--- config.mk ---
export PLATFORM = sky130hd
export DESIGN_NAME = alu_cmd_issue
export DESIGN_NICKNAME = d
export VERILOG_FILES = /design/src/rtl/alu_pkg.sv /design/src/rtl/alu_cmd_fifo.sv /design/src/rtl/alu_cmd_issue.sv
export SDC_FILE = /design/constraint.sdc
export NUM_CORES = 1
export LEC_CHECK = 0
export ABC_CLOCK_PERIOD_IN_PS = 3400
export CORE_UTILIZATION = 45
export DETAILED_ROUTE_END_ITERATION = 10
export PLACE_DENSITY = 0.78
export SETUP_SLACK_MARGIN = 0.05
export SKIP_CTS_REPAIR_TIMING = 1
export SYNTH_ARGS = -nofsm -noshare
export SYNTH_HDL_FRONTEND = slang
export SYNTH_SLANG_ARGS = --single-unit
export TNS_END_PERCENT = 1
--- constraint.sdc ---
create_clock -name clock -period 3.4 [get_ports clock]
set_input_delay 0.68 -clock clock [delete_from_list [all_inputs] [get_ports clock]]
set_output_delay 0.68 -clock clock [all_outputs]
set_load 0.02 [all_outputs]
--- src/rtl/alu_pkg.sv ---
// Shared opcode encodings, issue FSM states and default datapath width
// for the ALU command issue stage.
package alu_pkg;

  localparam int unsigned WIDTH = 8;

  localparam logic [3:0] ALU_ADD = 4'b0000;
  localparam logic [3:0] ALU_SUB = 4'b0001;
  localparam logic [3:0] ALU_MUL = 4'b0010;
  localparam logic [3:0] ALU_DIV = 4'b0011;

  typedef enum logic [1:0] {
    IDLE,
    WAIT,
    HOLD
  } issue_state_t;

  // Divide-by-zero never reaches the ALU; it is answered locally.
  function automatic logic traps_div_zero(input logic [3:0] sel, input logic b_is_zero);
    return (sel == ALU_DIV) && b_is_zero;
  endfunction

endpackage

--- src/rtl/alu_cmd_fifo.sv ---
// Synchronous command FIFO with wrap-around pointers (extra MSB) so that
// full and empty are distinguished without a separate flag.
module alu_cmd_fifo #(
  parameter int unsigned WIDTH = 20,
  parameter int unsigned DEPTH = 4
) (
  input  logic                       clock,
  input  logic                       reset,
  input  logic                       push,
  input  logic [WIDTH-1:0]           wdata,
  input  logic                       pop,
  output logic [WIDTH-1:0]           rdata,
  output logic                       full,
  output logic                       empty,
  output logic [$clog2(DEPTH):0]     count
);

  localparam int unsigned AW = $clog2(DEPTH);

  logic [WIDTH-1:0] mem [DEPTH];
  logic [AW:0]      wr_ptr;
  logic [AW:0]      rd_ptr;

  always_ff @(posedge clock) begin
    if (reset) begin
      wr_ptr <= '0;
      rd_ptr <= '0;
    end else begin
      if (push) wr_ptr <= wr_ptr + (AW+1)'(1);
      if (pop)  rd_ptr <= rd_ptr + (AW+1)'(1);
    end
  end

  always_ff @(posedge clock) begin
    if (push) mem[wr_ptr[AW-1:0]] <= wdata;
  end

  assign rdata = mem[rd_ptr[AW-1:0]];
  assign count = wr_ptr - rd_ptr;
  assign full  = (count == (AW+1)'(DEPTH));
  assign empty = (wr_ptr == rd_ptr);

endmodule

--- src/rtl/alu_cmd_issue.sv ---
// Issue stage in front of the registered ALU: queues commands, issues one
// at a time, waits out the ALU latency and presents results in order.
module alu_cmd_issue
  import alu_pkg::*;
#(
  parameter int unsigned WIDTH       = alu_pkg::WIDTH,
  parameter int unsigned DEPTH       = 4,
  parameter int unsigned ALU_LATENCY = 1
) (
  input  logic             clock,
  input  logic             reset,
  input  logic             cmd_valid,
  output logic             cmd_ready,
  input  logic [WIDTH-1:0] cmd_a,
  input  logic [WIDTH-1:0] cmd_b,
  input  logic [3:0]       cmd_sel,
  output logic [WIDTH-1:0] alu_a,
  output logic [WIDTH-1:0] alu_b,
  output logic [3:0]       alu_sel,
  input  logic [WIDTH-1:0] alu_out,
  input  logic             alu_carry,
  output logic             res_valid,
  input  logic             res_ready,
  output logic [WIDTH-1:0] res_data,
  output logic             res_carry,
  output logic [3:0]       res_sel,
  output logic             res_err
);

  localparam int unsigned EW = WIDTH*2 + 4;
  localparam int unsigned CW = $clog2(ALU_LATENCY + 2);

  issue_state_t state_q, state_d;

  logic [EW-1:0]          head;
  logic                   fifo_full;
  logic                   fifo_empty;
  logic [$clog2(DEPTH):0] fifo_count;
  logic                   push;
  logic                   pop;

  logic [WIDTH-1:0] head_a;
  logic [WIDTH-1:0] head_b;
  logic [3:0]       head_sel;

  logic [CW-1:0]    cnt_q, cnt_d;
  logic [WIDTH-1:0] alu_a_d, alu_b_d;
  logic [3:0]       alu_sel_d;
  logic             res_valid_d;
  logic [WIDTH-1:0] res_data_d;
  logic             res_carry_d;
  logic [3:0]       res_sel_d;
  logic             res_err_d;

  // Ready is forced low during reset so every output reads 0 while reset is high.
  assign cmd_ready = !reset && (fifo_count != ($clog2(DEPTH)+1)'(DEPTH));
  assign push      = cmd_valid && cmd_ready;

  alu_cmd_fifo #(
    .WIDTH (EW),
    .DEPTH (DEPTH)
  ) u_fifo (
    .clock (clock),
    .reset (reset),
    .push  (push),
    .wdata ({cmd_sel, cmd_a, cmd_b}),
    .pop   (pop),
    .rdata (head),
    .full  (fifo_full),
    .empty (fifo_empty),
    .count (fifo_count)
  );

  assign head_sel = head[EW-1 -: 4];
  assign head_a   = head[2*WIDTH-1 -: WIDTH];
  assign head_b   = head[WIDTH-1:0];

  always_comb begin
    state_d     = state_q;
    pop         = 1'b0;
    cnt_d       = cnt_q;
    alu_a_d     = alu_a;
    alu_b_d     = alu_b;
    alu_sel_d   = alu_sel;
    res_valid_d = res_valid;
    res_data_d  = res_data;
    res_carry_d = res_carry;
    res_sel_d   = res_sel;
    res_err_d   = res_err;

    unique case (state_q)
      IDLE: begin
        if (!fifo_empty) begin
          pop = 1'b1;
          if (traps_div_zero(head_sel, head_b == '0)) begin
            res_data_d  = '1;
            res_carry_d = 1'b0;
            res_err_d   = 1'b1;
            res_sel_d   = head_sel;
            res_valid_d = 1'b1;
            state_d     = HOLD;
          end else begin
            alu_a_d   = head_a;
            alu_b_d   = head_b;
            alu_sel_d = head_sel;
            cnt_d     = CW'(ALU_LATENCY + 1);
            state_d   = WAIT;
          end
        end
      end

      WAIT: begin
        cnt_d = cnt_q - CW'(1);
        if (cnt_q == CW'(1)) begin
          res_data_d  = alu_out;
          res_carry_d = alu_carry;
          res_err_d   = 1'b0;
          res_sel_d   = alu_sel;
          res_valid_d = 1'b1;
          state_d     = HOLD;
        end
      end

      HOLD: begin
        if (res_ready) begin
          res_valid_d = 1'b0;
          state_d     = IDLE;
        end
      end

      default: state_d = IDLE;
    endcase
  end

  always_ff @(posedge clock) begin
    if (reset) begin
      state_q   <= IDLE;
      cnt_q     <= '0;
      alu_a     <= '0;
      alu_b     <= '0;
      alu_sel   <= '0;
      res_valid <= 1'b0;
      res_data  <= '0;
      res_carry <= 1'b0;
      res_sel   <= '0;
      res_err   <= 1'b0;
    end else begin
      state_q   <= state_d;
      cnt_q     <= cnt_d;
      alu_a     <= alu_a_d;
      alu_b     <= alu_b_d;
      alu_sel   <= alu_sel_d;
      res_valid <= res_valid_d;
      res_data  <= res_data_d;
      res_carry <= res_carry_d;
      res_sel   <= res_sel_d;
      res_err   <= res_err_d;
    end
  end

  always_ff @(posedge clock) begin
    if (!reset) assert (!(push && fifo_full));
  end

endmodule

Word-level counts from Yosys, hierarchy flattened
Memory sizes are Yosys's and may differ from the RTL's. A register that Yosys moved wholly into a read port is not among the register bits.
Cells that the tools add are included.
- mux-type cells: 33
- reductions and logical operators: 13
- $add $sub $neg: 4
- equal/unequal tests: 11
- bitwise operators: 2
- operators with widths (operator ; number):
    8-bit two-way mux ; 3
    2-bit two-way mux ; 8
    8-bit case mux with 2 select lines ; 1
    1-bit two-way mux ; 12
    4-bit two-way mux ; 3
    2-bit != test, second input constant ; 5
    3-bit AND reduction ; 3
    8-bit logical NOT ; 1
    4-bit case mux with 2 select lines ; 1
    3-bit by 1-bit adder with 3-bit output, second input constant ; 2
    2-bit case mux with 3 select lines ; 1
    5-bit AND reduction ; 1
    2-bit by 1-bit equality test with 1-bit output, second input constant ; 2
    4-bit by 2-bit equality test with 1-bit output, second input constant ; 1
    1-bit case mux with 2 select lines ; 2
    2-bit case mux with 2 select lines ; 1
    4-bit AND reduction ; 1
    3-bit equality test ; 1
    1-bit logical AND ; 3
    3-bit != test, second input constant ; 1
    1-bit case mux with 3 select lines ; 1
    3-bit nonzero test ; 1
    3-bit subtractor ; 1
    2-bit equality test, second input constant ; 1
    5 further kinds ; 6
- memory bits (writable): 80
- memories kept: 1
- bits in registers: 45
- memories (name ; depth ; width ; read ports ; clocked after Yosys merged registers in ; wr ports ; RTL line ; source):
    u_fifo.mem ; 4 ; 20 ; 1 ; 1 ; 1 ; alu_cmd_fifo.sv:20 ; logic [WIDTH-1:0] mem [DEPTH];

Depth between registers and ports, before layout
- word-level depth: 6
- gate-level depth with buffers: 8
- gate-level depth less buffers: 7

Modules after synthesis
A second synthesis with hierarchy kept.
- cells, all modules: 352
- area total of the unflattened synthesis: 5027.3 um2
- modules (own cells, without submodules) (module ; area each (um2) ; sequential area each (um2) ; instances ; cells an instance):
    alu_cmd_fifo ; 3353.2 ; 2562.5 ; 1 ; 151
    alu_cmd_issue ; 1674.1 ; 780.7 ; 1 ; 201

Least setup slack after synthesis
Ideal clock, no wire load.
- path kind: reg2reg
- from: register u_fifo.wr_ptr[0]
- to: memory u_fifo.mem[3][0], enable pin
- setup time: 0.378 ns
- period minus slack after synthesis: 2.238 ns
- required time: 3.022 ns
- stages on the path, launching flop included: 8
- setup slack: 1.162 ns
- arrival: 1.860 ns
- path through: dfxtp_1 > inv_1 > ha_1 > nor2b_1 > xnor2_1 > o211a_1 > clkbuf_1 > and2_1
- word-level cells in the longest chain between the ends: 6
- ends and longest elaborated chain (what ; RTL line ; source):
    start, declared ; alu_cmd_fifo.sv:21 ; logic [AW:0] wr_ptr;
    start signal, assigned ; alu_cmd_fifo.sv:29 ; if (push) wr_ptr <= wr_ptr + (AW+1)'(1);
    3-bit subtractor ; alu_cmd_fifo.sv:39 ; assign count = wr_ptr - rd_ptr;
    3-bit != test ; alu_cmd_issue.sv:56 ; assign cmd_ready = !reset && (fifo_count != ($clog2(DEPTH)+1)'(DEPTH));
    1-bit logical AND ; alu_cmd_issue.sv:56 ;
    1-bit logical AND ; alu_cmd_issue.sv:57 ; assign push = cmd_valid && cmd_ready;
    1-bit two-way mux ; alu_cmd_fifo.sv:35 ; if (push) mem[wr_ptr[AW-1:0]] <= wdata;
    1-bit two-way mux (not written as such) ; alu_cmd_fifo.sv:35 ;
    end, declared ; alu_cmd_fifo.sv:20 ;
Several ways; a longest one is shown, not always the timed one.

Final worst setup path
- from: register u_fifo.wr_ptr[0]
- to: output cmd_ready
- word-level cells in the longest chain between the ends: 3
- ends and longest elaborated chain (what ; RTL line ; source):
    3-bit subtractor ; alu_cmd_fifo.sv:39 ;
    3-bit != test ; alu_cmd_issue.sv:56 ;
    1-bit logical AND ; alu_cmd_issue.sv:56 ;
    end, declared ; alu_cmd_issue.sv:13 ; output logic cmd_ready,
No other way between the ends.

==> reports/qor.yml <==
global_route:
  grt_pass1_wl_um: 16600
  grt_pass1_vias: 3091
  grt_overflow: 0
  antenna_found_initial: 0
  grt_max_degree: 37
  grtUsageTotal_pct: 20.1
synth:
  synth.avg_cell_area_um2: 14.9
  synth_warnings: 0
  synth_fp_nets: 370
  async_flop_share_pct: 0
  synth_top_area_share_pct: 49.2
  syn-cell-area_um2: 4890
  yosysMostFrequentCell: "edfxtp_1"
  synth_common_cells: "edfxtp_1, dfxtp_1, a21oi_1"
  netlist_instances: 329
  yosysSeqAreaShare_pct: 68.4
  yosysTopAreaCell: "edfxtp_1"
  ys_ff_latch: 127
  yosys-top-cells-area: "edfxtp_1, dfxtp_1, mux4_2"
  synth_edf_count: 80
  synthFlopType: "edfxtp_1"
  synthDistinctLibCells: 38
sta:
  worstMarginPinSlew_ps: 1070
  skew_ps: 6.27
  drv_slew: 0
  slew_headroom_pct: 28.4
  rsz0062_at_grt: "false"
  post-route-min-period_ps: 3040
  worst_slack_ps: 360
  hold_viol_final: 0
  fmax_ghz: 0.329
  tns_ps: 0
  hold_ws_ps: 468
  fin_crit_sh_pct: 89.4
  setup-violations-final: 0
cts:
  cts.sinks: 127
  cts_buffers: 17
  root_buffer: "clkbuf_8"
  clock_path_buffers: 2
  clk_pin_slew_worst_paths_ps: 60
  tritoncts: "done"
  htreeDepth: 4
  clock_latency_ps: 530
flow_run:
  maxCapViolations: 0
detailed_routing:
  ant_nets: 0
  first_iter_violations: 126
  drt_pass1_iterations: 5
  via_per_inst: 5.63
  drt-total-wl_um: 10500
  wl_per_cell_um: 19.0
  dr_total_vias: 3110
  drc_errors: 0
die:
  dieArea_um2: 11300
  pin_count: 69
  start_util_pct: 46.9
  core_um2: 10400
  dieHeight_um: 106
  rows: 37
  fp.dieW_um: 106
final_layout:
  areaGrowthSynthToFinish_pct: 28.7
  drive_above_1_share_pct: 14.9
  stdcell_area_um2: 6290
  final_nets: 444
  diodes: 0
  utilization_pct: 60.3
worst_setup_path:
  crit_path_start_kind: "flip-flop"
  crit_type: "flip-flop to output port"
  reg2reg_slack_ps: 580
  cp-end-kind: "output port"
  ff2ff_path_depth: 7
  critPathArrivalTime_ps: 2360
  r2r_end: "alu_b[0]$_SDFFE_PP0P_"
  crit_fanout: 4
  required_ps: 2720
min_path:
  min_path_type: "flip-flop to flip-flop"
  holdPathStages: 2
  holdCritStartpoint: "res_sel[3]$_SDFFE_PP0P_"
  hold_end: "res_sel[3]$_SDFFE_PP0P_"
power:
  net-switching-power_mw: 1.54
  peakVddDrop_mv: 0.471
  clock_power_share_pct: 35.1
  swShare_pct: 30.2
  p_leak_nw: 2.16
  pwr-share-seq_pct: 38.8
  p_int_mw: 3.55
  combPwrFrac_pct: 26.1
  p_per_area_nw_per_um2: 809
placed_design:
  place.gp.congestion: 0.759
  dpl-instance-area_um2: 5700
  hpwl_um: 6520
  place_ws_ps: 521
  portBuffers: 68
status:
  outcome: "finished clean"
==> logic make-up after synthesis <==
| group | Yosys count | synth area share [%] |
|---|---|---|
| buffers and inverters | 27 | 2.33 |
| flip-flops | 127 | 68.4 |
| adder cells (fa/ha/maj) | 8 | 2.05 |
| multiplexers | 24 | 10.0 |
| AND/OR/NAND/NOR | 70 | 7.38 |
| XOR/XNOR | 5 | 0.896 |
| AO/OA/AOI/OAI | 68 | 8.89 |
==> power groups by stage <==
| stage | Sequential [mW] | Clock, mW | Combinational (mW) |
|---|---|---|---|
| after floorplan | 2.10 | 0 | 0.734 |
| after global placement | 1.99 | 0 | 1.29 |
| after global routing | 1.99 | 1.88 | 1.44 |
| after CTS | 1.97 | 1.81 | 1.34 |
| final | 1.97 | 1.79 | 1.33 |
| after detailed placement | 2.00 | 0 | 1.32 |
==> worst max path at each step <==
stage	slack (ps)	start	end	depth (start not counted)
4_1_cts	340	u_fifo.wr_ptr[0]$_SDFFE_PP0P_	cmd_ready	7
3_3_place_gp	580	reset	u_fifo.mem[3][12]$_DFFE_PP_	4
3_5_place_dp	520	reset	u_fifo.mem[1][14]$_DFFE_PP_	4
2_1_floorplan	1160	u_fifo.wr_ptr[0]$_SDFFE_PP0P_	u_fifo.mem[3][0]$_DFFE_PP_	7
5_1_grt	210	u_fifo.wr_ptr[0]$_SDFFE_PP0P_	cmd_ready	7
6_report	360	u_fifo.wr_ptr[0]$_SDFFE_PP0P_	cmd_ready	7
==> per-stage QoR <==
step | total power, mW | cells
floorplan | 2.83 | 329
global placement | 3.28 | 520
detailed placement | 3.32 | 520
CTS | 5.12 | 552
global route | 5.31 | 552
finish | 5.08 | 552
==> layout make-up <==
| type | count | area [um2] |
|---|---|---|
| well taps | 136 | 170 |
| inverters | 7 | 26.3 |
| clock buffers | 19 | 422 |
| fillers | 807 | 4130 |
| multi-input cells | 175 | 1430 |
| clock inverters | 13 | 163 |
| flip-flops and latches | 127 | 3340 |
| repair buffers | 75 | 733 |
==> critical path, stage by stage (launching register included) <==
cell and delay (ps):
dfxtp_1 410, inv_1 110, ha_1 180, nor2b_1 140
xnor2_1 180, nor2_1 60, nor2_1 130, clkdlybuf4s50_1 630
==> state kept, by name, indices dropped and copies added (netlist names), named ones only <==
name	count
u_fifo.mem	80
alu_a	8
alu_b	8
res_data	8
alu_sel	4
res_sel	4
u_fifo.rd_ptr	3
u_fifo.wr_ptr	3
cnt_q	2
state_q	2
res_carry	1
res_err	1
res_valid	1
==> layer usage <==
metal	share of wire (%)	track usage [%]
met1	42	24.7
met2	51	33.7
met3	6.3	7.23
met4	0.70	5.26
met5	0	0
==> layout by cell type, fill, tap and decap left out, drive strengths merged, types with 7 or more instances in the layout <==
master	synthesis	final
buf	7	7
edfxtp	80	80
nand3	24	24
clkbuf	13	19
clkdlybuf4s50	0	68
ha	8	8
dfxtp	47	47
a21oi	26	26
inv	7	10
o21ai	22	22
nor2	16	16
o221a	9	9
mux4	20	20
nand2	13	13
No activity file was read; power rests on OpenSTA's default activity.
